### src/rtl/mc_sync_bridge_pkg.sv
// mc_sync_bridge_pkg: shared constants, the channel-index type and the
// round-robin search used by the mc_sync_bridge arbiter.
package mc_sync_bridge_pkg;

   localparam int DROP_CNT_W = 8;
   localparam int CHAN_IDX_W = 6;
   localparam int MAX_NCH    = 1 << CHAN_IDX_W;

   typedef logic [CHAN_IDX_W-1:0] chan_idx_t;
   // One bit wider than a channel index so last+offset never overflows.
   typedef logic [CHAN_IDX_W:0]   rr_wide_t;

   // First set bit of req_mask at or after last+1, wrapping at nch.
   // Returns last unchanged when no bit below nch is set.
   function automatic chan_idx_t next_rr(input chan_idx_t              last,
                                         input logic [MAX_NCH-1:0]     req_mask,
                                         input rr_wide_t               nch);
      chan_idx_t grant;
      logic      found;
      rr_wide_t  idx;
      grant = last;
      found = 1'b0;
      for (int k = 1; k <= MAX_NCH; k++) begin
         if (rr_wide_t'(k) <= nch) begin
            idx = {1'b0, last} + rr_wide_t'(k);
            if (idx >= nch) idx = idx - nch;
            if (!found && req_mask[idx[CHAN_IDX_W-1:0]]) begin
               grant = idx[CHAN_IDX_W-1:0];
               found = 1'b1;
            end
         end
      end
      return grant;
   endfunction

endpackage

### src/rtl/mc_sync_bridge_sync_fifo.sv
// sync_fifo: single-clock FIFO with combinational head, registered count.
// Storage is not reset; only pointers and count are.
module sync_fifo
   import mc_sync_bridge_pkg::*;
#(
   parameter int WIDTH = 8,
   parameter int DEPTH = 4
) (
   input  logic                     clk,
   input  logic                     resetb,
   input  logic                     push,
   input  logic [WIDTH-1:0]         din,
   input  logic                     pop,
   output logic [WIDTH-1:0]         dout,
   output logic [$clog2(DEPTH):0]   count,
   output logic                     full,
   output logic                     empty
);

   localparam int AW = $clog2(DEPTH);

   logic [WIDTH-1:0] mem [DEPTH];
   logic [AW-1:0]    wr_ptr;
   logic [AW-1:0]    rd_ptr;
   logic             do_push;
   logic             do_pop;

   assign full    = (count == (AW+1)'(DEPTH));
   assign empty   = (count == '0);
   assign do_push = push && !full;
   assign do_pop  = pop && !empty;
   assign dout    = mem[rd_ptr];

   // Pointer and occupancy bookkeeping; pointers wrap naturally at DEPTH.
   always_ff @(posedge clk) begin
      if (!resetb) begin
         wr_ptr <= '0;
         rd_ptr <= '0;
         count  <= '0;
      end else begin
         if (do_push) wr_ptr <= wr_ptr + AW'(1);
         if (do_pop)  rd_ptr <= rd_ptr + AW'(1);
         count <= count + (AW+1)'(do_push) - (AW+1)'(do_pop);
      end
   end

   // Storage write; contents are meaningless until pointed at by a push.
   always_ff @(posedge clk) begin
      if (do_push) mem[wr_ptr] <= din;
   end

endmodule

### src/rtl/mc_sync_bridge.sv
// mc_sync_bridge: NCH same-clock producer channels, each with its own FIFO,
// drained round-robin onto one registered consumer port tagged by channel.
// Optional per-channel drop counters: define MC_SYNC_BRIDGE_DROP_CNT_EN.
module mc_sync_bridge
   import mc_sync_bridge_pkg::*;
#(
   parameter int WIDTH = 8,
   parameter int DEPTH = 4,
   parameter int NCH   = 4
) (
   input  logic                        clk,
   input  logic                        resetb,
   input  logic [NCH*WIDTH-1:0]        din,
   input  logic [NCH-1:0]              data_valid,
   output logic [NCH-1:0]              data_req,
   input  logic                        rd_req,
   output logic                        data_valid_out,
   output logic [WIDTH-1:0]            dout,
   output logic [$clog2(NCH)-1:0]      chan_out,
   output logic [NCH*DROP_CNT_W-1:0]   drop_cnt
);

   localparam int CW = $clog2(NCH);
   localparam int AW = $clog2(DEPTH);

   logic [WIDTH-1:0]   head     [NCH];
   logic [AW:0]        fifo_cnt [NCH];
   logic [NCH-1:0]     fifo_full;
   logic [NCH-1:0]     fifo_empty;
   logic [NCH-1:0]     push;
   logic [NCH-1:0]     pop;
   logic [MAX_NCH-1:0] ne_mask;
   logic               grant_vld;
   logic [CW-1:0]      grant_ch;
   logic [CW-1:0]      last_grant;
   logic               vld_p1;
   logic [WIDTH-1:0]   dout_p1;
   logic [CW-1:0]      chan_p1;
   logic               fifo_full_unused;

   // The arbiter works from occupancy counts; the FIFO's own full flag is spare.
   assign fifo_full_unused = ^fifo_full;

   for (genvar i = 0; i < NCH; i++) begin : g_ch
      sync_fifo #(.WIDTH(WIDTH), .DEPTH(DEPTH)) u_fifo (
         .clk    (clk),
         .resetb (resetb),
         .push   (push[i]),
         .din    (din[i*WIDTH +: WIDTH]),
         .pop    (pop[i]),
         .dout   (head[i]),
         .count  (fifo_cnt[i]),
         .full   (fifo_full[i]),
         .empty  (fifo_empty[i])
      );
      // Space indication straight from the registered count: a pop this
      // cycle only shows up as space next cycle.
      assign data_req[i] = resetb && (fifo_cnt[i] < (AW+1)'(DEPTH));
   end

   assign push = data_valid & data_req;

   // Non-empty channels, widened to the search function's fixed mask width.
   always_comb begin
      ne_mask          = '0;
      ne_mask[NCH-1:0] = ~fifo_empty;
   end

   assign grant_vld = rd_req && (|(~fifo_empty));
   assign grant_ch  = CW'(next_rr(chan_idx_t'(last_grant), ne_mask, rr_wide_t'(NCH)));

   // One-hot pop for the granted channel.
   always_comb begin
      pop = '0;
      if (grant_vld) pop[grant_ch] = 1'b1;
   end

   // ---- stage p1: registered output word, channel tag and valid pulse ----
   always_ff @(posedge clk) begin
      if (!resetb) begin
         vld_p1     <= 1'b0;
         dout_p1    <= '0;
         chan_p1    <= '0;
         last_grant <= CW'(NCH-1);
      end else begin
         vld_p1 <= grant_vld;
         if (grant_vld) begin
            dout_p1    <= head[grant_ch];
            chan_p1    <= grant_ch;
            last_grant <= grant_ch;
         end
      end
   end

   assign data_valid_out = vld_p1;
   assign dout           = dout_p1;
   assign chan_out       = chan_p1;

`ifdef MC_SYNC_BRIDGE_DROP_CNT_EN
   logic [DROP_CNT_W-1:0] drop_q [NCH];

   function automatic logic [DROP_CNT_W-1:0] sat_inc(input logic [DROP_CNT_W-1:0] v);
      return (v == '1) ? v : v + DROP_CNT_W'(1);
   endfunction

   // Count cycles where a channel offered a word it had no room for.
   always_ff @(posedge clk) begin
      if (!resetb) begin
         for (int i = 0; i < NCH; i++) drop_q[i] <= '0;
      end else begin
         for (int i = 0; i < NCH; i++) begin
            if (data_valid[i] && !data_req[i]) drop_q[i] <= sat_inc(drop_q[i]);
         end
      end
   end

   for (genvar i = 0; i < NCH; i++) begin : g_drop
      assign drop_cnt[i*DROP_CNT_W +: DROP_CNT_W] = drop_q[i];
   end
`else
   assign drop_cnt = '0;
`endif

endmodule

### config.mk
export PLATFORM = sky130hd
export DESIGN_NAME = mc_sync_bridge
export DESIGN_NICKNAME = d
export VERILOG_FILES = /design/src/rtl/mc_sync_bridge_pkg.sv /design/src/rtl/mc_sync_bridge_sync_fifo.sv /design/src/rtl/mc_sync_bridge.sv
export SDC_FILE = /design/constraint.sdc
export NUM_CORES = 1
export LEC_CHECK = 0
export ABC_AREA = 1
export BUFFER_PORTS_ARGS = -buffer_cell sky130_fd_sc_hd__buf_2
export CAP_MARGIN = 0
export CELL_PAD_IN_SITES_DETAIL_PLACEMENT = 0
export CELL_PAD_IN_SITES_GLOBAL_PLACEMENT = 1
export CORE_MARGIN = 2
export CORE_UTILIZATION = 51
export CTS_BUF_LIST = sky130_fd_sc_hd__clkbuf_8
export DETAILED_ROUTE_END_ITERATION = 6
export PLACE_DENSITY = 0.95
export SLEW_MARGIN = 10
export SYNTH_ARGS = -nofsm -noshare
export SYNTH_HDL_FRONTEND = slang
export SYNTH_HIERARCHICAL = 1
export SYNTH_SLANG_ARGS = --single-unit
### constraint.sdc
create_clock -name clk -period 7 [get_ports clk]
set_clock_uncertainty 0.1 [all_clocks]
set_input_delay 0 -clock clk [delete_from_list [all_inputs] [get_ports clk]]
set_output_delay 0 -clock clk [all_outputs]
set_load 0.005 [all_outputs]
Yosys cells after proc, flatten, opt, wreduce, memory -nomap -nowiden
Memories as Yosys holds them, arrays and structs flattened. A register that Yosys moved wholly into a read port is not among the register bits.
Index checks and enable logic that the tools add are counted.
- add/sub/neg operators: 24
- $lt $le $gt $ge: 15
- equality and inequality tests: 4
- muxes and demuxes: 41
- bitwise logic cells: 3
- reduce and logical (&&, ||, !) cells: 33
- operators with widths (cell ; count):
    < comparator 6 x 7 -> 1 bit (second input constant) ; 4
    binary-select mux 1 bit (select 6 bit) ; 4
    2-to-1 mux 2 bit ; 12
    2-to-1 mux 6 bit ; 4
    logical AND 1 bit ; 17
    adder 2 x 1 -> 2 bit (second input constant) ; 8
    binary-select mux 8 bit (select 2 bit) ; 1
    2-to-1 mux 1 bit ; 16
    2-to-1 mux 8 bit ; 2
    adder 3 x 1 -> 3 bit ; 4
    == test 3 bit (second input constant) ; 4
    greater-or-equal comparator 3 bit (second input constant) ; 4
    zero test 3 bit ; 4
    < comparator 3 bit (second input constant) ; 4
    subtractor 3 x 1 -> 3 bit ; 4
    subtractor 3 x 3 -> 4 bit (second input constant) ; 3
    zero test 1 bit ; 11
    adder 2 x 2 -> 3 bit (second input constant) ; 2
    subtractor 4 x 3 -> 5 bit (second input constant) ; 1
    adder 2 x 3 -> 4 bit (second input constant) ; 1
    bitwise AND 4 bit ; 1
    greater-or-equal comparator 4 x 3 -> 1 bit (second input constant) ; 1
    2-to-1 mux 4 bit ; 1
    inverter 4 bit ; 1
    other kinds (6) ; 6
- flip-flop bits (word level): 41
- bits in writable memories: 128
- input bits: 39
- output and inout bits: 47
- word-level logic and storage cells: 140
- memories kept: 4
- memories (memory ; words ; width ; rd ports ; clocked after memory_dff ; write ports ; RTL line ; text):
    g_ch[0].u_fifo.mem ; 4 ; 8 ; 1 ; 1 ; 1 ; mc_sync_bridge_sync_fifo.sv:22 ; logic [WIDTH-1:0] mem [DEPTH];
    g_ch[1].u_fifo.mem ; 4 ; 8 ; 1 ; 1 ; 1 ; mc_sync_bridge_sync_fifo.sv:22 ;
    g_ch[2].u_fifo.mem ; 4 ; 8 ; 1 ; 1 ; 1 ; mc_sync_bridge_sync_fifo.sv:22 ;
    g_ch[3].u_fifo.mem ; 4 ; 8 ; 1 ; 1 ; 1 ; mc_sync_bridge_sync_fifo.sv:22 ;

Depth between registers and ports, before layout
Gate-level depths: netlist (run 1).
- word-level depth: 23
- depth in mapped cells: 22
- gate-level depth less buffers: 22

Modules after synthesis
The synthesis (run 1) kept the hierarchy.
- modules (own cells, without submodules) (module ; instances ; cells an instance ; area each (um^2) ; sequential area each (um^2)):
    sync_fifo ; 4 ; 144 ; 1675.4 ; 1141.1
    mc_sync_bridge ; 1 ; 235 ; 1465.2 ; 260.2

Worst setup path before layout (run 1)
No wires, ideal clock.
- path kind: reg2reg
- start point: register last_grant[0]
- end point: register g_ch[0].u_fifo.count[1]
- library setup time: 109 ps
- arrival: 2851 ps
- required time: 6791 ps
- slack: 3940 ps
- cell stages (with the launch flop): 21
- path buffers: 2
- period minus slack after synthesis: 3060 ps
- cell sequence: dfxtp_1 > buf_6 > inv_6 > ha_1 > inv_1 > nand3_1 > nand2_1 > nor2_4 > nand2_4 > nand2_4 > nand2_4 > buf_6 > nor2_1 > inv_1 > nor2_1 > ha_1 > inv_1 > ha_1 > fa_1 > nand2_1 > inv_1
- word-level cells in the longest chain between the ends: 22
- elaborated cells on any way between the ends: 45
- those cells by class: add/sub: 9; order compare: 6; mux: 22; reduce/logical: 8
- RTL lines (item ; RTL line ; text):
    from (decl) ; mc_sync_bridge.sv:35 ; logic [CW-1:0] last_grant;
    from (signal assigned) ; mc_sync_bridge.sv:84 ; last_grant <= CW'(NCH-1);
    from (signal assigned) ; mc_sync_bridge.sv:90 ; last_grant <= grant_ch;
    adder 2 x 1 -> 3 bit ; mc_sync_bridge_pkg.sv:25 ; idx = {1'b0, last} + rr_wide_t'(k);
    subtractor 3 x 3 -> 4 bit or greater-or-equal comparator 3 bit (tied branches) ; mc_sync_bridge_pkg.sv:26 ; if (idx >= nch) idx = idx - nch;
    2-to-1 mux 6 bit ; mc_sync_bridge_pkg.sv:26 ;
    binary-select mux 1 bit (select 6 bit) ; mc_sync_bridge_pkg.sv:27 ; if (!found && req_mask[idx[CHAN_IDX_W-1:0]]) begin
    2-to-1 mux 1 bit (implied by the code) ; mc_sync_bridge_pkg.sv:27 ;
    2-to-1 mux 1 bit ; mc_sync_bridge_pkg.sv:27 ;
    zero test 1 bit ; mc_sync_bridge_pkg.sv:27 ;
    logical AND 1 bit ; mc_sync_bridge_pkg.sv:27 ;
    [... 8 more ...] ; n/a ;
    logical AND 1 bit (implied by the code) ; mc_sync_bridge.sv:75 ; if (grant_vld) pop[grant_ch] = 1'b1;
    2-to-1 mux 1 bit (implied by the code) ; mc_sync_bridge.sv:75 ;
    demux 1 bit (select 2 bit) (*) ; mc_sync_bridge.sv:75 ;
    2-to-1 mux 4 bit (*) ; mc_sync_bridge.sv:75 ;
    named net pop[0] ; mc_sync_bridge.sv:31 ; logic [NCH-1:0] pop;
    logical AND 1 bit (*) ; mc_sync_bridge_sync_fifo.sv:31 ; assign do_pop = pop && !empty;
    named net g_ch[0].u_fifo.do_pop ; mc_sync_bridge_sync_fifo.sv:26 ; logic do_pop;
    subtractor 3 x 1 -> 3 bit (*) ; mc_sync_bridge_sync_fifo.sv:43 ; count <= count + (AW+1)'(do_push) - (AW+1)'(do_pop);
    to (signal assigned) ; mc_sync_bridge_sync_fifo.sv:43 ;
    to (decl) ; mc_sync_bridge_sync_fifo.sv:15 ; output logic [$clog2(DEPTH):0] count,
Mark *: on every way through the listed nets, which the timed path passes. The rest lies on a longest branch. The select of a mux whose other input is x is not followed.
A chain may end at the register's enable or synchronous reset.

Worst setup path after layout (run 1)
- start point: register last_grant[0]
- end point: register g_ch[2].u_fifo.count[1]
- word-level cells in the longest chain between the ends: 22
- elaborated cells on any way between the ends: 45
- those cells by class: add/sub: 9; order compare: 6; mux: 22; reduce/logical: 8
- RTL lines (item ; RTL line):
    adder 2 x 1 -> 3 bit ; mc_sync_bridge_pkg.sv:25
    subtractor 3 x 3 -> 4 bit or greater-or-equal comparator 3 bit (tied branches) ; mc_sync_bridge_pkg.sv:26
    2-to-1 mux 6 bit ; mc_sync_bridge_pkg.sv:26
    binary-select mux 1 bit (select 6 bit) ; mc_sync_bridge_pkg.sv:27
    2-to-1 mux 1 bit (implied by the code) ; mc_sync_bridge_pkg.sv:27
    2-to-1 mux 1 bit ; mc_sync_bridge_pkg.sv:27
    zero test 1 bit ; mc_sync_bridge_pkg.sv:27
    logical AND 1 bit ; mc_sync_bridge_pkg.sv:27
    [... 8 more ...] ; n/a
    logical AND 1 bit (implied by the code) ; mc_sync_bridge.sv:75
    2-to-1 mux 1 bit (implied by the code) ; mc_sync_bridge.sv:75
    demux 1 bit (select 2 bit) (*) ; mc_sync_bridge.sv:75
    2-to-1 mux 4 bit (*) ; mc_sync_bridge.sv:75
    named net pop[2] ; mc_sync_bridge.sv:31
    logical AND 1 bit (*) ; mc_sync_bridge_sync_fifo.sv:31
    named net g_ch[2].u_fifo.do_pop ; mc_sync_bridge_sync_fifo.sv:26
    subtractor 3 x 1 -> 3 bit (*) ; mc_sync_bridge_sync_fifo.sv:43
    to (signal assigned) ; mc_sync_bridge_sync_fifo.sv:43
    to (decl) ; mc_sync_bridge_sync_fifo.sv:15
Marks and branches as above.

==> results of run 1 <==
-- flip-flops by register name (all words and copies together) (netlist names), named ones only --
signal	count
chan_out	2
g_ch.u_fifo/rd_ptr	8
g_ch.u_fifo/count	12
data_valid_out	1
dout	8
last_grant	2
g_ch.u_fifo/mem	128
g_ch.u_fifo/wr_ptr	8
-- repair_timing --
action	in CTS	in global routing
endpoints found under the setup margin	0	0
hold buffers	37	0
gates resized for setup	0	0
hold endpoints to repair	140	0
-- final cells by class --
class	count	area, µm²
Tap cell	216	270
Clock inverter	14	188
Fill cell	1339	6540
Timing Repair Buffer	90	636
Clock buffer	18	248
Sequential cell	177	4820
Inverter	94	358
Multi-Input combinational cell	521	2710
-- path summary, 6_finish.rpt --
| path | cells past startpoint | endpoint | slack [ns] | start |
|---|---|---|---|---|
| worst max register to register | 18 | g_ch[2].u_fifo/count[1] | 3.35 | last_grant[0] |
| worst min-delay path | 3 | last_grant[0] | 0.05 | rd_req |
| worst min register to register | 2 | chan_out[0] | 0.40 | chan_out[0] |
| worst max-delay path | 18 | g_ch[2].u_fifo/count[1] | 3.35 | last_grant[0] |
-- worst max-delay path: cells and delay by family, from the launching register on --
family | cells | cell delay, ns
buf+inv | 5 | 0.41
flops | 1 | 0.60
fa+ha+maj | 4 | 1.19
simple gates | 9 | 1.23
-- per-layer routing --
| layer | part of all wire (%) | vias up | GRT usage [%] |
|---|---|---|---|
| met5 | 0 | - | 0 |
| li1 | - | 2837 | - |
| met1 | 44 | 2625 | 23.8 |
| met2 | 49 | 125 | 34.2 |
| met3 | 4.2 | 24 | 3.46 |
| met4 | 2.0 | 0 | 7.45 |
-- per-stage QoR --
stage / hold WS (ns) / std cells / setup slack, ns / power [mW] / utilization, %
after floorplan: -0.00655 / 838 / 3.94 / 2.52 / -
final: 0.0501 / 1130 / 3.35 / 3.51 / 58.6
after detailed placement: 0.114 / 1061 / 3.37 / 2.77 / 53.4
after global routing: 0.0822 / 1130 / 2.99 / 3.77 / 58.6
after global placement: 0.112 / 1061 / 3.43 / 2.74 / 53.4
after CTS: 0.0216 / 1130 / 3.36 / 3.53 / 58.6
-- power breakdown --
part	switching (mW)	internal [mW]
clock	0.353	0.397
sequential	0.0996	1.24
combinational	0.970	0.456
total	1.42	2.09
==> flow_metrics.tcl, run 1 <==
set metrics [dict create \
    setup_viol 0 \
    die_width_um 130 \
    cts.clk_slew.worst_paths_ns 0.09 \
    layout-drive-gt1-share_pct 13.6 \
    first_pass_iters 5 \
    syn_area_mm2 0.00815 \
    cpMostUsedCell "inv_1" \
    htree_levels 4 \
    grt_pass1_wl_um 25000 \
    stdcell_area_mm2 0.00923 \
    ir_drop_v 0.000232 \
    initial_utilization_pct 51.7 \
    avgViaCountPerCell 4.97 \
    hold_path_class "in2reg" \
    final_cell_mix "132 x nand2_1, 128 x edfxtp_1, 118 x nor2_1" \
    cts_tree "built" \
    crit_fanout 11 \
    drt_first_iter_violations 338 \
    vias 5611 \
    grt_max_degree 41 \
    max_cap_viol_count 0 \
    track_usage_pct 19.4 \
    p_per_area_mw_per_mm2 380 \
    gr-total-overflow 0 \
    insertion_delay_ns 0.46 \
    gp_congestion 0.822 \
    period_share_pct 52.2 \
    antenna_cells 0 \
    slowest_stage "dfxtp_1" \
    status "finished, final reports clean" \
    dp_hpwl_um 11000 \
    cp_slowest_stage_delay_ns 0.60 \
    fp.dieH_um 130 \
    clockBufferDepth 2 \
    row_count 46 \
    arrival_ns 3.92 \
    postRouteAntennaNets 0 \
    grt_pass1_vias 5325 \
    rsz0062_at_grt "no" \
    cp-end-kind "register" \
    finalMaxSlewViolations 0 \
    clock-sinks 177 \
    cts_setup_buffers 0 \
    drc 0 \
    min_period_ns 3.65 \
    yosys_warnings 6 \
    syn_area_per_cell_um2 10.1 \
    nNetsFinal 971 \
    cts_buffers 17 \
    critPathKind "reg2reg" \
    cts-root-buf "clkbuf_8" \
    die_area_mm2 0.0170 \
    antenna_found_initial 0 \
    worstMarginPinSlew_ns 0.841 \
    port_buffers 53 \
    slew_headroom_pct 43.7 \
    cp_cell_sequence "inv_6, ha_1, inv_1, nand3_1, nand2_1, nor2_4, nand3_1, nand2_2, nand2_1, nor2_1, inv_1, nor2_1, ha_1, inv_1, ha_1, fa_1, nand2_1, inv_1" \
    core_mm2 0.0158 \
    synth_cells 807 \
    ios 86 \
    final_hold_viol_count 0 \
    fmax_ghz 0.274 \
    routed_wirelength_um 15900 \
    syn2layout_area_growth_pct 13.3 \
    placed_area_mm2 0.00843 \
    power.leakage_nw 3.82 \
    wl_per_cell_um 14.1 \
    start_kind "register" \
    required_ns 7.27 \
    fin_tns_setup_ns 0 \
    layout_commonest_cell "nand2_1" \
]
No activity file was read; power rests on OpenSTA's default activity.
==> run 2: changes to the inputs <==
--- a/config.mk
+++ b/config.mk
@@ -11,10 +11,10 @@
 export CELL_PAD_IN_SITES_DETAIL_PLACEMENT = 0
 export CELL_PAD_IN_SITES_GLOBAL_PLACEMENT = 1
 export CORE_MARGIN = 2
-export CORE_UTILIZATION = 51
+export CORE_UTILIZATION = 43
 export CTS_BUF_LIST = sky130_fd_sc_hd__clkbuf_8
 export DETAILED_ROUTE_END_ITERATION = 6
-export PLACE_DENSITY = 0.95
+export PLACE_DENSITY = 0.89
 export SLEW_MARGIN = 10
 export SYNTH_ARGS = -nofsm -noshare
 export SYNTH_HDL_FRONTEND = slang
==> constraint.sdc (replaced) <==
create_clock -name clk -period 3.25 [get_ports clk]
set_clock_uncertainty 0.1 [all_clocks]
set_input_delay 0 -clock clk [delete_from_list [all_inputs] [get_ports clk]]
set_output_delay 0 -clock clk [all_outputs]
set_load 0.005 [all_outputs]
==> run 2 against run 1 <==
Against the previous run:
- sequential power is 110% higher
- global-route usage is 3.6 points lower
- worst setup slack worse by 3.2 ns
- routed wire length is 0.67% lower
- combinational power is 150% higher
- die area is 18% higher
- highest routed layer unchanged
==> flow_metrics.tcl, run 2 (synthesized netlist as in run 1, its figures left out) <==
set metrics [dict create \
    worstMarginPinSlew_ns 0.806 \
    die_area_mm2 0.0201 \
    fmax_ghz 0.327 \
    fin_ws_ns 0.192 \
    first_pass_iters 4 \
    grt_pass1_wl_um 24600 \
    period_share_pct 94.1 \
    required_ns 3.50 \
    sw_frac_of_total_pct 42.3 \
    ios 86 \
    avgViaCountPerCell 4.81 \
    cp_cell_sequence "inv_2, ha_4, clkinvlp_4, nand3_1, nand2_1, nor2_4, nand2_4, nand3_2, nand3_4, nor2_4, inv_1, nor2_1, ha_1, inv_1, ha_1, fa_1, nand2_1, inv_1" \
    postRouteAntennaNets 0 \
    intPower_mw 4.49 \
    cts_tree "built" \
    regMostFlops "g_ch.u_fifo/mem" \
    p_seq_share_pct 36.8 \
    slowest_stage "fa_1" \
    layout_commonest_cell "edfxtp_1" \
    hold_ws_ns 0.194 \
    power.leakage_nw 3.85 \
    critPathKind "reg2reg" \
    vias 5608 \
    clock-sinks 177 \
    fin_tns_setup_ns 0 \
    nNetsFinal 987 \
    wl_per_cell_um 13.5 \
    htree_levels 4 \
    crit_fanout 5 \
    gr-total-overflow 0 \
    drt_first_iter_violations 303 \
    dp_slack_ns 0.103 \
    port_buffers 53 \
    insertion_delay_ns 0.45 \
    dp_hpwl_um 11000 \
    cp-end-kind "register" \
    finalPower_mw 7.78 \
    final_cell_mix "128 x edfxtp_1, 127 x nand2_1, 114 x nor2_1" \
    p_per_area_mw_per_mm2 828 \
    top_regs "g_ch.u_fifo/mem: 128 flops, g_ch.u_fifo/count: 12 flops" \
    hold_path_class "in2reg" \
    cts_buffers 17 \
    grt_pass1_vias 5077 \
    track_usage_pct 15.8 \
    cts.clk_slew.worst_paths_ns 0.09 \
    cts-root-buf "clkbuf_8" \
    fillCellCount 1678 \
    max_cap_viol_count 0 \
    stdcell_area_mm2 0.00939 \
    core_mm2 0.0186 \
    hold_path_depth 2 \
    row_count 50 \
    ir_drop_v 0.000424 \
    p_clk_share_pct 17.4 \
    min_period_ns 3.06 \
    fp.dieH_um 142 \
    finalMaxSlewViolations 0 \
    largest_reg_flops 128 \
    syn2layout_area_growth_pct 15.2 \
    antenna_found_initial 0 \
    layout-drive-gt1-share_pct 16.3 \
    setup_viol 0 \
    p_switching_mw 3.29 \
    grt_max_degree 40 \
    clockBufferDepth 2 \
    routed_wirelength_um 15800 \
    gp_congestion 0.832 \
    start_kind "register" \
    die_width_um 142 \
    ff2ff_path_depth 18 \
    pwr-share-comb_pct 45.9 \
    regArea_mm2 0.00483 \
    placed_area_mm2 0.00854 \
    final_hold_viol_count 0 \
    arrival_ns 3.31 \
    cp_slowest_stage_delay_ns 0.40 \
    initial_utilization_pct 43.7 \
    cpMostUsedCell "inv_1" \
    status "finished, final reports clean" \
    drc 0 \
    slew_headroom_pct 46.1 \
    multi_input_area_mm2 0.00279 \
]
-- run 2: cell types whose count changed in the layout (fill, tap and decap cells not counted), sizes merged --
cell         previous run  this run
dlygate4sd3            37        39
clkbuf                 18        17
inv                    94        95
buf                    53        67
bufinv                  4         1
diode                   0         1
clkinv                  8         6
clkinvlp                2         7
-- run 2: through the flow --
stage	utilization [%]	cells
5_1_grt	50.3	1164
3_5_place_dp	45.8	1091
6_report	50.4	1165
4_1_cts	49.8	1162
3_3_place_gp	45.8	1091
2_1_floorplan	-	838
-- run 2: power groups by stage --
| stage | clock, mW | sequential (mW) | combinational [mW] |
|---|---|---|---|
| 3_3_place_gp | 0 | 2.90 | 3.24 |
| 5_1_grt | 1.47 | 2.89 | 4.02 |
| 6_report | 1.35 | 2.86 | 3.57 |
| 4_1_cts | 1.38 | 2.86 | 3.33 |
| 3_5_place_dp | 0 | 2.91 | 3.27 |
| 2_1_floorplan | 0 | 2.83 | 2.59 |
-- run 2: routing by layer --
layer / part of all wire (%) / track usage, % / wire, µm / up-vias
li1: - / - / - / 2861
met2: 50 / 27.2 / 7840 / 136
met4: 1.0 / 4.95 / 161 / 0
met3: 4.6 / 3.41 / 729 / 14
met5: 0 / 0 / 0 / -
met1: 45 / 20.0 / 7050 / 2597
-- run 2: repair_timing --
item                                   4_1_cts  5_1_grt
buffers inserted                             0        2
hold buffers                                39        0
setup endpoints to repair                    0        8
gates resized for setup                      0       26
endpoints found under the hold margin      159        0
-- run 2: critical path: cells and delay by family, from the launching register on --
family / cells / cell delay [ns]
adder cells (fa/ha/maj): 4 / 1.07
AND/OR/NAND/NOR: 9 / 1.07
flip-flops: 1 / 0.36
buffers and inverters: 5 / 0.35
-- run 2: path summary, 6_finish.rpt --
check,start,to,slack [ns]
max reg2reg,last_grant[1],g_ch[0].u_fifo/count[1],0.19
min reg2reg,g_ch[0].u_fifo/rd_ptr[0],register,0.38
min,din[20],g_ch[2].u_fifo/mem[2][4],0.19
max,last_grant[1],g_ch[0].u_fifo/count[1],0.19
-- run 2: area by class of cell --
cell class              instances  share of cell area, %
diodes                          1                 0.0267
repair buffers                106                   8.10
well taps                     234                   3.12
clock buffers                  17                   2.49
inverters                      94                   3.85
clock inverters                15                   1.28
multi-input cells             521                   29.7
flip-flops and latches        177                   51.4
==> run 3: changes to the inputs <==
--- a/config.mk
+++ b/config.mk
@@ -10,7 +10,7 @@
 export CAP_MARGIN = 0
 export CELL_PAD_IN_SITES_DETAIL_PLACEMENT = 0
 export CELL_PAD_IN_SITES_GLOBAL_PLACEMENT = 1
-export CORE_MARGIN = 2
+export CORE_MARGIN = 3
 export CORE_UTILIZATION = 43
 export CTS_BUF_LIST = sky130_fd_sc_hd__clkbuf_8
 export DETAILED_ROUTE_END_ITERATION = 6
==> run 3 against run 2 <==
Against the previous run:
- utilization increased by 1.1 points
- critical path type unchanged
- via count down 0.89%
- largest power group unchanged
- sequential share of layout area is 0.054 points lower
- combinational power down 3%
- sequential cell count is the same
- die area rose by 2.8%
==> flow_metrics.tcl, run 3 (synthesized netlist as in run 1, its figures left out) <==
set metrics [dict create \
    status "finished, final reports clean" \
    rsz0062_at_grt "yes" \
    finalPower_mw 7.80 \
    fmax_ghz 0.324 \
    intPower_mw 4.63 \
    drt_first_iter_violations 373 \
    power.leakage_nw 3.90 \
    routed_wirelength_um 15900 \
    crit_fanout 5 \
    slowest_stage "fa_1" \
    ios 86 \
    crit_buf_inv 5 \
    row_count 49 \
    cp_slowest_stage_delay_ns 0.41 \
    core_mm2 0.0183 \
    multi_input_area_mm2 0.00276 \
    rr_startpoint "last_grant[1]" \
    gp_congestion 0.840 \
    grt_pass1_vias 5120 \
    cts_tree "built" \
    ir_drop_v 0.000479 \
    reg2reg_slack_ns 0.16 \
    arrival_ns 3.34 \
    p_seq_share_pct 36.7 \
    p_switching_mw 3.17 \
    hold_path_depth 2 \
    final_cell_mix "130 x nand2_1, 128 x edfxtp_1, 113 x nor2_1" \
    stdcell_area_mm2 0.00939 \
    cp.depth 18 \
    htree_levels 4 \
    initial_utilization_pct 44.6 \
    layout-drive-gt1-share_pct 16.0 \
    period_share_pct 95.0 \
    setup_viol 0 \
    crit_family "adder cells" \
    critPathKind "reg2reg" \
    regArea_mm2 0.00483 \
    vias 5558 \
    hold_start "din[19]" \
    post-route-util_pct 51.4 \
    fin_tns_setup_ns 0 \
    top_regs "g_ch.u_fifo/mem: 128 flops, g_ch.u_fifo/count: 12 flops" \
    insertion_delay_ns 0.45 \
    ff2ff_path_depth 18 \
    pwr-share-comb_pct 44.2 \
    min_period_ns 3.09 \
    hold_path_class "in2reg" \
    wl_per_cell_um 13.7 \
    track_usage_pct 15.6 \
    fp.dieH_um 144 \
    grt_max_degree 40 \
    cts-root-buf "clkbuf_8" \
    finalMaxSlewViolations 0 \
    sw_frac_of_total_pct 40.6 \
    worstMarginPinSlew_ns 0.802 \
    gr-total-overflow 0 \
    avgViaCountPerCell 4.79 \
    hold_ws_ns 0.191 \
    antenna_cells 0 \
    cp-end-kind "register" \
    placed_area_mm2 0.00855 \
    rr_endpoint "g_ch[2].u_fifo/count[1]" \
    final_hold_viol_count 0 \
    layout_commonest_cell "nand2_1" \
    dp_cells 1088 \
    die_area_mm2 0.0206 \
    p_per_area_mw_per_mm2 830 \
    clockBufferDepth 2 \
    start_kind "register" \
    fillCellCount 1615 \
    cpMostUsedCell "inv_1" \
    port_buffers 53 \
    dp_hpwl_um 11200 \
    clock-sinks 177 \
    regMostFlops "g_ch.u_fifo/mem" \
    cts.clk_slew.worst_paths_ns 0.09 \
    die_width_um 144 \
    required_ns 3.50 \
    cp_cell_sequence "inv_1, ha_4, inv_1, nand3_1, nand2_1, nor2_4, nand3_1, nand2_2, nand2_2, nor2_4, inv_1, nor2_1, ha_1, inv_1, ha_1, fa_1, nand2_1, inv_1" \
    max_cap_viol_count 0 \
    cts_buffers 17 \
    slew_headroom_pct 46.3 \
    worst_hold_path.endpoint "g_ch[2].u_fifo/mem[0][3]" \
    first_pass_iters 5 \
    dp_slack_ns 0.0577 \
    p_clk_share_pct 19.1 \
    grt_pass1_wl_um 25000 \
    drc 0 \
    nNetsFinal 988 \
    fin_ws_ns 0.163 \
    largest_reg_flops 128 \
    antenna_found_initial 0 \
    fin_cells 1160 \
    postRouteAntennaNets 0 \
    syn2layout_area_growth_pct 15.2 \
]
run 3: worst max-delay path by stage:
stage | slack (ns) | to | startpoint
2_1_floorplan | 0.19 | g_ch[0].u_fifo/count[1] | last_grant[0]
3_3_place_gp | 0.16 | g_ch[2].u_fifo/count[1] | last_grant[1]
3_5_place_dp | 0.06 | g_ch[2].u_fifo/count[1] | last_grant[1]
4_1_cts | 0.02 | g_ch[2].u_fifo/count[1] | last_grant[1]
5_1_grt | -0.05 | g_ch[2].u_fifo/count[2] | last_grant[1]
6_report | 0.16 | g_ch[2].u_fifo/count[1] | last_grant[1]
run 3: power by group through the flow:
stage | sequential (mW) | clock, mW | combinational, mW
final | 2.86 | 1.49 | 3.45
after global routing | 2.90 | 1.63 | 3.88
after CTS | 2.86 | 1.53 | 3.31
after detailed placement | 2.91 | 0 | 3.26
after global placement | 2.91 | 0 | 3.21
after floorplan | 2.83 | 0 | 2.59
run 3: cell type report:
class	count	area share [%]
inverter	94	3.81
clock buffer	18	2.64
sequential	177	51.4
timing repair buffer	107	8.18
clock inverter	14	1.61
tap	229	3.05
multi-input combinational	521	29.3
run 3: repair_timing:
item | 4_1_cts | 5_1_grt
endpoints found under the hold margin | 158 | 0
hold buffers | 39 | 0
buffers inserted | 0 | 1
gates resized for setup | 0 | 16
endpoints found under the setup margin | 0 | 8
run 3: per-layer routing:
| metal | part of all wire (%) | track usage [%] | wire length, µm |
|---|---|---|---|
| met1 | 45 | 20.6 | 7120 |
| met2 | 49 | 25.9 | 7840 |
| met3 | 4.2 | 3.09 | 660 |
| met4 | 1.6 | 5.30 | 255 |
| met5 | 0 | 0 | 0 |
